--- src/rtl/pe_weight_wrt_arbiter.sv ---
// pe_weight_wrt_arbiter: shares the weight write port between the memory loader and the PE core.
// Memory has priority; colliding core writes are queued in order, and a burst limiter forces FIFO progress.
module pe_weight_wrt_arbiter #(
    parameter int weightAddrLen = 5,
    parameter int dataLen       = 16,
    parameter int logFifoDepth  = 2,
    parameter int maxMemBurst   = 8
) (
    input  logic                     clk,
    input  logic                     reset,
    input  logic                     mem_wrt_valid,
    output logic                     mem_wrt_ready,
    input  logic [weightAddrLen-1:0] mem_wrt_addr,
    input  logic [dataLen-1:0]       mem_wrt_data,
    input  logic                     core_wrt_valid,
    input  logic [weightAddrLen-1:0] core_wrt_addr,
    input  logic [dataLen-1:0]       core_wrt_data,
    output logic                     core_wrt_stall,
    output logic                     weight_wrt,
    output logic [weightAddrLen-1:0] weight_wrt_addr,
    output logic [dataLen-1:0]       weight_wrt_data,
    output logic                     fifo_empty,
    output logic                     overflow_err
);
    localparam int DEPTH = 2 ** logFifoDepth;
    localparam int BW    = $clog2(maxMemBurst + 1);
    localparam int EW    = weightAddrLen + dataLen;

    typedef enum logic {MEM_PRI, CORE_TURN} state_t;

    state_t                state, state_nxt;
    logic [logFifoDepth:0] count;
    logic [logFifoDepth-1:0] rd_ptr, wr_ptr;
    logic [BW-1:0]         burst_cnt, burst_nxt;
    logic [EW-1:0]         fifo [DEPTH];
    logic [EW-1:0]         wr_sel;
    logic                  core_ok, g_mem, g_fifo, g_byp, push, pop;

    assign mem_wrt_ready  = state == MEM_PRI;
    assign core_wrt_stall = count == (logFifoDepth+1)'(DEPTH);
    assign fifo_empty     = count == '0;

    always_comb begin
        core_ok   = core_wrt_valid && !core_wrt_stall;
        g_mem     = mem_wrt_valid && mem_wrt_ready;
        g_fifo    = !g_mem && !fifo_empty;
        g_byp     = !g_mem && !g_fifo && core_ok;
        push      = core_ok && (g_mem || g_fifo);
        pop       = g_fifo;
        wr_sel    = g_mem ? {mem_wrt_addr, mem_wrt_data} : g_fifo ? fifo[rd_ptr] : {core_wrt_addr, core_wrt_data};
        burst_nxt = '0;
        state_nxt = MEM_PRI;
        // CORE_TURN is only entered with a non-empty FIFO, so it always pops the head
        if (g_mem && !fifo_empty) begin
            if (burst_cnt == BW'(maxMemBurst - 1)) state_nxt = CORE_TURN;
            else burst_nxt = burst_cnt + 1'b1;
        end
    end

    always_ff @(posedge clk or posedge reset) begin
        if (reset) begin
            state           <= MEM_PRI;
            burst_cnt       <= '0;
            count           <= '0;
            rd_ptr          <= '0;
            wr_ptr          <= '0;
            weight_wrt      <= 1'b0;
            weight_wrt_addr <= '0;
            weight_wrt_data <= '0;
            overflow_err    <= 1'b0;
        end else begin
            state      <= state_nxt;
            burst_cnt  <= burst_nxt;
            rd_ptr     <= rd_ptr + logFifoDepth'(pop);
            wr_ptr     <= wr_ptr + logFifoDepth'(push);
            count      <= count + (logFifoDepth+1)'(push) - (logFifoDepth+1)'(pop);
            weight_wrt <= g_mem || g_fifo || g_byp;
            if (g_mem || g_fifo || g_byp) {weight_wrt_addr, weight_wrt_data} <= wr_sel;
            if (core_wrt_valid && core_wrt_stall) overflow_err <= 1'b1;
        end
    end

    always_ff @(posedge clk) begin
        if (push) fifo[wr_ptr] <= {core_wrt_addr, core_wrt_data};
    end
endmodule

--- config.mk ---
export PLATFORM = sky130hd
export DESIGN_NAME = pe_weight_wrt_arbiter
export DESIGN_NICKNAME = d
export VERILOG_FILES = /design/src/rtl/pe_weight_wrt_arbiter.sv
export SDC_FILE = /design/constraint.sdc
export NUM_CORES = 1
export LEC_CHECK = 0
export CORE_MARGIN = 5
export CORE_UTILIZATION = 45
export DETAILED_ROUTE_END_ITERATION = 16
export GPL_TIMING_DRIVEN = 0
export PLACE_DENSITY = 0.68
export SLEW_MARGIN = 20
export SYNTH_ARGS = -nofsm -noshare
export SYNTH_HDL_FRONTEND = slang
export SYNTH_SLANG_ARGS = --single-unit
--- constraint.sdc ---
create_clock -name clk -period 3.3 [get_ports clk]
set_clock_uncertainty 0.05 [all_clocks]
set_input_delay 0.33 -clock clk [delete_from_list [all_inputs] [get_ports clk]]
set_output_delay 0.33 -clock clk [all_outputs]
set_load 0.01 [all_outputs]
* Yosys cells after proc, flatten, opt, wreduce, memory -nomap -nowiden
Memory sizes are Yosys's and may differ from the RTL's.
Index checks and enable logic that the tools add are counted.
** Word-level totals
- Memories kept :: 1
- Word-level logic and storage cells :: 41
- Bits of input ports :: 46
- Output and inout bits :: 26
- RAM bits :: 84
- Register bits after elaboration :: 35
** Memory list
- fifo :: words 4, bits a word 21, read ports 1, clocked after Yosys merged registers in 0, write ports 1, RTL line 35 : logic [EW-1:0] fifo [DEPTH];
** Cells by class
- Reduce and logical (&&, ||, !) cells :: 15
- Eq/ne operators :: 2
- Multiplexer cells :: 8
- Add/subtract/negate cells :: 5
- Bitwise gates (word level) :: 1
** Operators by type and width (count)
- $mux 21 :: 2
- $logic_and 1x1->1 :: 8
- $mux 4 :: 2
- $add 2x1->2 :: 2
- $add 4x1->4 const B :: 1
- $eq 4x3->1 const B :: 1
- $logic_not 1->1 :: 4
- $mux 1 :: 4
- $add 3x1->3 :: 1
- $eq 3x3->1 const B :: 1
- $logic_not 3->1 :: 1
- $sub 3x1->3 :: 1
- $logic_or 1x1->1 :: 2
- $not 1->1 :: 1

* Longest topological paths before layout
Gate-level depths: netlist of run 1.
- Depth in word-level cells :: 8
- Mapped depth :: 9
- Depth with buffers taken out :: 8

* Worst setup path after synthesis of run 1
Ideal clock, no wire load.
- Kind :: input-to-reg
- Start :: input core_wrt_valid
- End :: memory fifo[1][0] (netlist bit) (enable)
- Path buffers :: 2
- Arrival time :: 2457 ps
- Library setup time :: 430 ps
- Slack :: 363 ps
- Cell stages on the path :: 4
- Required time :: 2820 ps
- Path through :: buf_2 buf_2 o31ai_1 nor3b_1
** Between the ends
- Cells in the longest elaborated chain, start to end :: 4
** RTL lines
- start: declaration :: RTL line 15 : input logic core_wrt_valid,
- $logic_and 1x1->1 :: RTL line 44 : core_ok = core_wrt_valid && !core_wrt_stall;
- $logic_and 1x1->1 :: RTL line 48 : push = core_ok && (g_mem || g_fifo);
- $mux 1 :: RTL line 84 : if (push) fifo[wr_ptr] <= {core_wrt_addr, core_wrt_data};
- $mux 1 (implied by the code) :: RTL line 84
- end: declaration :: RTL line 35
No other way between the ends.

* Worst setup path after layout of run 1
- Start :: register count[2]
- End :: output fifo_empty
** Between the ends
- Cells in the longest elaborated chain, start to end :: 1
** RTL lines
- start: declaration :: RTL line 32 : logic [logFifoDepth:0] count;
- start signal: assignment :: RTL line 76 : count <= count + (logFifoDepth+1)'(push) - (logFifoDepth+1)'(pop);
- $logic_not 3->1 :: RTL line 41 : assign fifo_empty = count == '0;
- end: declaration :: RTL line 22 : output logic fifo_empty,
No other way between the ends.

==> results of run 1 <==
metal layers:
layer / vias to the layer above / GRT usage, % / part of all wire (%)
met5: - / 0 / 0
met4: 0 / 6.34 / 0.93
met3: 9 / 5.68 / 5.9
met2: 87 / 29.4 / 51
met1: 1524 / 22.3 / 42
li1: 1344 / - / -
worst max-delay path, delay by kind of cell (launching register included):
kind	cells	cell delay (ps)
buf+inv	4	910
flops	1	420
simple gates	1	400
power groups by stage:
stage / Sequential, mW / Combinational (mW) / Clock (mW)
2_1_floorplan: 2.19 / 0.985 / 0
6_report: 2.14 / 1.64 / 1.86
4_1_cts: 2.14 / 1.69 / 1.89
5_1_grt: 2.18 / 1.80 / 1.96
3_3_place_gp: 2.16 / 1.59 / 0
3_5_place_dp: 2.17 / 1.68 / 0
placed cells by master, fill, tap and decap left out, types with 3 or more instances in the layout:
cell type and n:
xnor2_1 3, bufinv_16 4, clkbuf_1 6, edfxtp_1 84, o21ai_0 23, xor2_1 3
clkbuf_16 16, clkinv_2 4, nand2_1 24, buf_6 10, ha_1 3, o21ai_1 19
dfrtp_1 35, nor2_1 25, mux2_2 21, mux4_2 19, buf_2 6, clkinvlp_4 3
inv_1 3, clkdlybuf4s50_1 70
layout make-up:
cell class	count	area, µm²
tap	140	175
timing repair buffer	77	781
clock buffer	19	422
clock inverter	13	180
sequential	119	3400
inverter	5	31.3
fill	851	4280
multi-input combinational	164	1380
buffer	18	143
cell usage after synthesis (2+ instances only):
master and n:
edfxtp_1 84, dfrtp_1 35, nor2_1 25, nand2_1 24, o21ai_0 23, mux2_2 21
mux4_2 19, o21ai_1 19, buf_2 6, buf_6 6, clkbuf_1 4, inv_1 4
nor3b_1 4, ha_1 3, nor3_1 3, xnor2_1 3, xor2_1 3, buf_8 2
mux4_1 2, nand2b_1 2, nand3_1 2, or3_1 2
through the flow:
step | std cells | power [mW] | hold slack [ps]
final | 555 | 5.64 | 46.8
after floorplan | 306 | 3.17 | 379
after global routing | 555 | 5.94 | 58.1
after global placement | 516 | 3.75 | 399
after CTS | 555 | 5.72 | 37.3
after detailed placement | 523 | 3.84 | 410
state kept, by name, summed over array words and instances (netlist names):
register / flops
weight_wrt_addr: 5
count: 3
weight_wrt_data: 16
wr_ptr: 2
burst_cnt: 4
fifo: 84
weight_wrt: 1
rd_ptr: 2
overflow_err: 1
state: 1
worst paths after layout:
kind,from,to,cells past startpoint,slack (ps)
max,count[2],fifo_empty,5,660
min,reset,weight_wrt_data[0],2,50
max reg2reg,count[2],fifo[1][9],5,860
min reg2reg,overflow_err,overflow_err,1,430
max in group asynchronous,reset,weight_wrt_data[12],3,2690
min in group clk,mem_wrt_data[2],weight_wrt_data[2],3,310
kinds of logic after synthesis:
group / after synthesis / synth area share (%)
flip-flops: 119 / 68.8
AND/OR/NAND/NOR: 66 / 5.88
AO/OA/AOI/OAI: 44 / 4.56
multiplexers: 44 / 15.0
buffers and inverters: 23 / 3.52
XOR/XNOR: 6 / 1.06
adder cells (fa/ha/maj): 4 / 1.17
==> results.yml, run 1 <==
sta:
  fin_ws_ps: 664
  report.final.slew_viol_count: 0
  slew-limit-headroom_pct: 42.7
  fin_crit_ps: 2640
  fin_crit_sh_pct: 79.9
  final_hold_viol_count: 0
  fin_tns_setup_ps: 0
  setup_viol_count_final: 0
  worst_pin_slew_ps: 856
  rsz0062_at_grt: "false"
  fmax_ghz: 0.379
global_routing:
  first_global_vias: 3189
  antenna_found_initial: 0
  grt_max_degree: 24
  grt-ovfl-total: 0
  grt_pass1_wl_mm: 17.3
  grt_use_total_pct: 17.8
power:
  internal_power_mw: 4.07
  clkPwrFrac_pct: 33.0
  seq_power_share_pct: 37.9
  p_switching_mw: 1.58
  power_per_cell_area_mw_per_mm2: 867
  ir_drop_v: 0.000333
  p_leak_nw: 2.40
  p_sw_share_pct: 27.9
  combPwrFrac_pct: 29.1
cts:
  cts_buffers: 17
  insertion_delay_ps: 520
  path_clk_slew_ps: 60
  cts_resized: 0
  clockBufferDepth: 2
  post_cts_buffers: 0
  root_buffer: "clkbuf_8"
  cts_htree_levels: 4
  clkSinkCount: 119
  tritoncts: "yes"
  cts_hold_buf: 0
placement:
  place.port_buffers: 70
  placed_area_mm2: 0.00591
  preCtsSetupSlack_ps: 428
  place_congestion: 0.718
  dp_hpwl_mm: 7.27
cells_and_area:
  area_delta_synth_final_pct: 31.9
  fin_nets: 452
  finalInstanceArea_mm2: 0.00651
  drive_gt1_share_pct: 24.1
  fin_util_pct: 60.4
  num_antenna_cells: 0
route:
  vias_per_cell: 5.34
  antenna_left: 0
  wl_per_cell_um: 19.4
  drt_wl_total_mm: 10.8
  drtPass1Iterations: 4
  vias: 2964
  drc: 0
  drtIter0Drc: 187
yosys:
  postSynthAreaPerCell_um2: 16.1
  ys_types: 32
  ys_warn_count: 0
  ys_async_sr_fraction_pct: 29.4
  ys_seq_area_share_pct: 68.8
  synth_top_area_share_pct: 51.1
  synth_edf_count: 84
  synth_area_mm2: 0.00494
  synth.net_count: 356
  ys_seq_elements: 119
  yosys-top-cells-area: "edfxtp_1 51%, dfrtp_1 18%, mux4_2 8.7%, mux2_2 4.8%, o21ai_0 2.3%"
  synth_top_area_cell: "edfxtp_1"
  ys.flop_type: "edfxtp_1"
  synthCells: 306
die:
  die-area_mm2: 0.0132
  initial_core_util_pct: 45.8
  die_x_um: 115
  dieHeight_um: 115
  num_rows: 38
  ioPinCount: 72
  core-area_mm2: 0.0108
critical_path:
  cp.required_ps: 2920
  path_cells: "or3_1 > buf_6 > clkinv_8 > buf_8 > clkdlybuf4s50_1"
  worst_setup_path_end_kind: "primary output"
  cp.arrival_ps: 2260
  worstPathMaxFanout: 10
  critPathSlowestCell: "clkdlybuf4s50_1"
  start_kind: "flop"
  max_stage_delay_ps: 560
  path_class: "flop to primary output"
status:
  outcome: "finished clean"
flow_run:
  maxCapViolations: 0
hold_path:
  min_path_type: "primary input to asynchronous set/reset pin"
No activity file was read; power rests on OpenSTA's default activity.
==> inputs of run 2 (changes only) <==
--- a/config.mk
+++ b/config.mk
@@ -9,7 +9,7 @@
 export CORE_UTILIZATION = 45
 export DETAILED_ROUTE_END_ITERATION = 16
 export GPL_TIMING_DRIVEN = 0
-export PLACE_DENSITY = 0.68
+export PLACE_DENSITY = 0.71
 export SLEW_MARGIN = 20
 export SYNTH_ARGS = -nofsm -noshare
 export SYNTH_HDL_FRONTEND = slang
==> constraint.sdc (replaced) <==
create_clock -name clk -period 2.4 [get_ports clk]
set_clock_uncertainty 0.05 [all_clocks]
set_input_delay 0.24 -clock clk [delete_from_list [all_inputs] [get_ports clk]]
set_output_delay 0.24 -clock clk [all_outputs]
set_load 0.01 [all_outputs]
==> results.yml, run 2 (synthesized netlist as in run 1, its figures left out) <==
status:
  outcome: "finished clean"
sta:
  report.final.slew_viol_count: 0
  fin_crit_sh_pct: 96.4
  fin_crit_ps: 2310
  setup_viol_count_final: 0
  slew-limit-headroom_pct: 49.1
  fin_ws_ps: 87.3
  final_hold_viol_count: 0
  worst_pin_slew_ps: 761
  rsz0062_at_grt: "false"
  fmax_ghz: 0.432
cts:
  tritoncts: "yes"
  clockBufferDepth: 2
  cts_htree_levels: 4
  path_clk_slew_ps: 60
  insertion_delay_ps: 500
  root_buffer: "clkbuf_8"
  clkSinkCount: 119
  cts_buffers: 17
critical_path:
  r2r_slack_ps: 90
  critPathSlowestCell: "dfrtp_1"
  max_stage_delay_ps: 410
  regToRegEndpoint: "count[2]"
  cp.arrival_ps: 2650
  timing.critical_path.to: "count[2]"
  start_kind: "flop"
  r2r_cells: 9
  cp.required_ps: 2730
  worst-path-stages: 9
  critPathTopFamily: "adder cells"
  worstPathMaxFanout: 5
  worst_setup_path_end_kind: "flop"
  r2r_start: "count[2]"
  crit_start: "count[2]"
  path_buf_inv: 2
  path_cells: "or3_1 > buf_6 > clkinv_8 > nor2_2 > mux2_4 > ha_1 > fa_2 > xor2_2 > xnor2_1"
  path_class: "flop to flop"
hold_path:
  min_path_type: "primary input to flop"
route:
  drt_wl_total_mm: 10.9
  antenna_left: 0
  vias: 2972
  wl_per_cell_um: 19.6
  drtIter0Drc: 158
  drc: 0
  vias_per_cell: 5.33
  drtPass1Iterations: 4
power:
  ir_drop_v: 0.000590
  internal_power_mw: 5.66
  p_leak_nw: 2.44
  combPwrFrac_pct: 29.7
  p_sw_share_pct: 28.5
  clkPwrFrac_pct: 32.8
  seq_power_share_pct: 37.5
  p_switching_mw: 2.25
  power_per_cell_area_mw_per_mm2: 1200
global_routing:
  grt_pass1_wl_mm: 17.3
  antenna_found_initial: 0
  grt_use_total_pct: 17.7
  grt_max_degree: 26
  first_global_vias: 3231
  grt-ovfl-total: 0
placement:
  dp_hpwl_mm: 6.97
  placed_area_mm2: 0.00591
  place_congestion: 0.728
  place.port_buffers: 70
  preCtsSetupSlack_ps: -637
cells_and_area:
  largest_reg_flops: 84
  multi_input_area_mm2: 0.00142
  finalInstanceArea_mm2: 0.00659
  drive_gt1_share_pct: 25.8
  num_antenna_cells: 0
  final_common_cell: "edfxtp_1"
  nFillCells: 826
  fin_nets: 455
  regArea_mm2: 0.00340
  area_delta_synth_final_pct: 33.5
  reg_top3: "fifo x84, weight_wrt_data x16, weight_wrt_addr x5"
  final_cell_mix: "84 x edfxtp_1, 69 x clkdlybuf4s50_1, 35 x dfrtp_1"
  largest_register: "fifo"
die:
  die-area_mm2: 0.0132
  dieHeight_um: 115
  initial_core_util_pct: 45.8
  num_rows: 38
  die_x_um: 115
  ioPinCount: 72
  core-area_mm2: 0.0108
flow_run:
  maxCapViolations: 0
-- run 2: timing repair --
action	CTS	global route
gates cloned	0	0
hold buffers	1	0
resized for setup	4	2
setup endpoints to repair	23	11
setup buffers	3	2
pin swaps	2	2
hold endpoints to repair	10	0
-- run 2: how the worst min path moves through the flow --
stage | startpoint | to | slack (ps) | cells after the start
after global routing | mem_wrt_data[15] | weight_wrt_data[15] | 220 | 3
after floorplan | core_wrt_data[0] | fifo[0][0] | 290 | 0
after CTS | mem_wrt_data[15] | weight_wrt_data[15] | 210 | 3
after global placement | overflow_err | overflow_err | 390 | 1
after detailed placement | overflow_err | overflow_err | 410 | 1
final | mem_wrt_data[1] | weight_wrt_data[1] | 230 | 3
-- run 2: per-layer routing --
metal / up-vias / routed length, µm / GRT usage (%)
met5: - / 0 / 0
met1: 1497 / 4340 / 21.3
met3: 14 / 780 / 5.53
li1: 1357 / - / -
met2: 104 / 5690 / 30.8
met4: 0 / 129 / 5.40
-- run 2: worst register-to-register path, stage by stage, from the launching register on --
cell and delay [ps]:
dfrtp_1 410, or3_1 390, buf_6 140, clkinv_8 50
nor2_2 50, mux2_4 260, ha_1 190, fa_2 360
xor2_2 160, xnor2_1 130
-- run 2: power groups by stage --
stage	Clock (mW)	Sequential, mW	Combinational, mW
6_report	2.60	2.97	2.35
5_1_grt	2.75	3.01	2.56
4_1_cts	2.63	2.96	2.37
3_5_place_dp	0	3.00	2.28
3_3_place_gp	0	2.97	2.17
2_1_floorplan	0	3.01	1.36
-- run 2: final cells by class --
type                    count  share of cell area, %
well taps                 140                   2.66
flip-flops and latches    119                   51.5
plain buffers              18                   2.16
inverters                   5                  0.474
repair buffers             80                   12.3
multi-input cells         164                   21.6
clock buffers              17                   6.28
clock inverters            15                   3.06
-- run 2: through the flow --
step / power, mW / setup TNS, ps / hold slack [ps] / util, % / std cells
3_5_place_dp: 5.28 / -18330 / 409 / 54.8 / 520
5_1_grt: 8.32 / 0 / 223 / 61.1 / 558
2_1_floorplan: 4.37 / 0 / 289 / - / 306
3_3_place_gp: 5.14 / -52780 / 394 / 54.0 / 516
6_report: 7.92 / 0 / 228 / 61.1 / 558
4_1_cts: 7.96 / 0 / 208 / 60.9 / 556
==> inputs of run 3 (changes only) <==
--- a/config.mk
+++ b/config.mk
@@ -6,10 +6,10 @@
 export NUM_CORES = 1
 export LEC_CHECK = 0
 export CORE_MARGIN = 5
-export CORE_UTILIZATION = 45
+export CORE_UTILIZATION = 37
 export DETAILED_ROUTE_END_ITERATION = 16
 export GPL_TIMING_DRIVEN = 0
-export PLACE_DENSITY = 0.71
+export PLACE_DENSITY_LB_ADDON = 0.05
 export SLEW_MARGIN = 20
 export SYNTH_ARGS = -nofsm -noshare
 export SYNTH_HDL_FRONTEND = slang
==> results.yml, run 3 (synthesized netlist as in run 1, its figures left out) <==
status:
  outcome: "finished clean"
power:
  p_leak_nw: 2.42
  p_sw_share_pct: 28.2
  internal_power_mw: 5.48
  ir_drop_v: 0.000543
  p_switching_mw: 2.15
  finalPower_mw: 7.63
  seq_power_share_pct: 38.8
  power_per_cell_area_mw_per_mm2: 1160
  clkPwrFrac_pct: 29.9
  combPwrFrac_pct: 31.3
cts:
  clockBufferDepth: 2
  path_clk_slew_ps: 50
  clkSinkCount: 119
  insertion_delay_ps: 410
  cts_htree_levels: 4
  root_buffer: "clkbuf_16"
  tritoncts: "yes"
  cts_hold_buf: 0
  cts_buffers: 17
global_routing:
  grt_pass1_wl_mm: 17.9
  grt_use_total_pct: 15.3
  first_global_vias: 3123
  antenna_found_initial: 0
  grt_max_degree: 25
  grt-ovfl-total: 0
cells_and_area:
  area_delta_synth_final_pct: 33.4
  fin_nets: 457
  num_antenna_cells: 0
  largest_reg_flops: 84
  largest_register: "fifo"
  fin_util_pct: 50.0
  drive_gt1_share_pct: 24.5
  final_cell_mix: "84 x edfxtp_1, 69 x clkdlybuf4s50_1, 34 x dfrtp_1"
  final_common_cell: "edfxtp_1"
  reg_top3: "fifo x84, weight_wrt_data x16, weight_wrt_addr x5"
sta:
  rsz0062_at_grt: "true"
  fin_crit_ps: 2330
  setup_viol_count_final: 0
  worst_pin_slew_ps: 648
  fmax_ghz: 0.429
  final_hold_viol_count: 0
  slew-limit-headroom_pct: 56.6
  report.final.slew_viol_count: 0
  fin_crit_sh_pct: 97.1
critical_path:
  worstPathMaxFanout: 5
  path_cells: "or3_4 > buf_6 > clkinv_8 > nor2_2 > mux2_4 > ha_1 > fa_2 > xor2_1 > xnor2_1"
  max_stage_delay_ps: 440
  cp.required_ps: 2640
  critPathSlowestCell: "dfrtp_2"
  start_kind: "flop"
  worst_setup_path_end_kind: "flop"
  cp.arrival_ps: 2570
  path_class: "flop to flop"
  r2r_cells: 9
route:
  drtIter0Drc: 136
  vias_per_cell: 4.96
  drt_wl_total_mm: 11.2
  vias: 2955
  wl_per_cell_um: 18.9
  drc: 0
  drtPass1Iterations: 4
  antenna_left: 0
die:
  die-area_mm2: 0.0158
  dieHeight_um: 126
  num_rows: 42
  initial_core_util_pct: 37.5
  ioPinCount: 72
  die_x_um: 126
  core-area_mm2: 0.0132
placement:
  place.port_buffers: 70
  place_congestion: 0.708
  dp_hpwl_mm: 7.50
hold_path:
  min_path_type: "primary input to asynchronous set/reset pin"
flow_run:
  maxCapViolations: 0
run 3: changes by cell type in the layout (fill, tap and decap cells not counted), sizes merged:
| cell | delta |
|---|---|
| buf | +3 |
| dlygate4sd3 | -1 |
| bufinv | -3 |
| clkinv | -3 |
| clkbuf | +11 |
| clkinvlp | -3 |
| inv | -2 |
run 3: path summary, 6_finish.rpt:
kind | start | end | slack [ps]
worst max-delay path | count[1] | count[2] | 70
worst min-delay path | reset | weight_wrt_data[1] | 60
max in group asynchronous | reset | count[1] | 1780
worst max register to register | count[1] | count[2] | 70
worst min register to register | overflow_err | overflow_err | 410
min in group clk | mem_wrt_data[0] | weight_wrt_data[0] | 320
run 3: worst max-delay path: cells and delay by family, from the launching register on:
family        cells  cell delay, ps
mux               1             260
xor+xnor          2             310
fa+ha+maj         2             520
buf+inv           2             190
flops             1             440
simple gates      2             420
run 3: per-stage QoR:
stage / std cells / setup WS [ps] / setup TNS [ps] / hold slack, ps / instance area [µm²]
6_report: 596 / 68.7 / 0 / 59.5 / 6590
5_1_grt: 596 / -51.8 / -51.8 / 69.7 / 6590
4_1_cts: 591 / 25.5 / 0 / 50.4 / 6530
3_5_place_dp: 559 / -339 / -10580 / 401 / 6000
3_3_place_gp: 552 / -997 / -70610 / 390 / 5880
2_1_floorplan: 306 / 77.0 / 0 / 289 / 4950
run 3: area by class of cell:
cell class	instances	area, µm²
clock buffer	28	487
fill	1145	6600
tap	176	220
multi-input combinational	164	1420
sequential	119	3400
buffer	18	143
clock inverter	4	45.0
inverter	5	31.3
timing repair buffer	82	843
run 3: repair_timing:
item / in CTS / in global routing
pin swaps: 0 / 2
setup endpoints to repair: 1 / 22
setup buffers: 0 / 5
gates resized for setup: 1 / 5
gates cloned: 0 / 0
run 3: power groups by stage:
stage	Combinational, mW	Clock [mW]	Sequential [mW]
floorplan	1.36	0	3.01
global placement	2.26	0	2.98
detailed placement	2.38	0	2.99
CTS	2.39	2.35	2.96
global route	2.63	2.43	3.01
finish	2.39	2.28	2.96
run 3: routing by layer:
metal	routed length (µm)	up-vias	part of all wire [%]	track usage, %
met3	456	16	4.1	4.43
met1	5000	1513	44	19.5
met5	0	-	0	0
met4	195	0	1.7	6.70
li1	-	1353	-	-
met2	5590	73	50	24.3
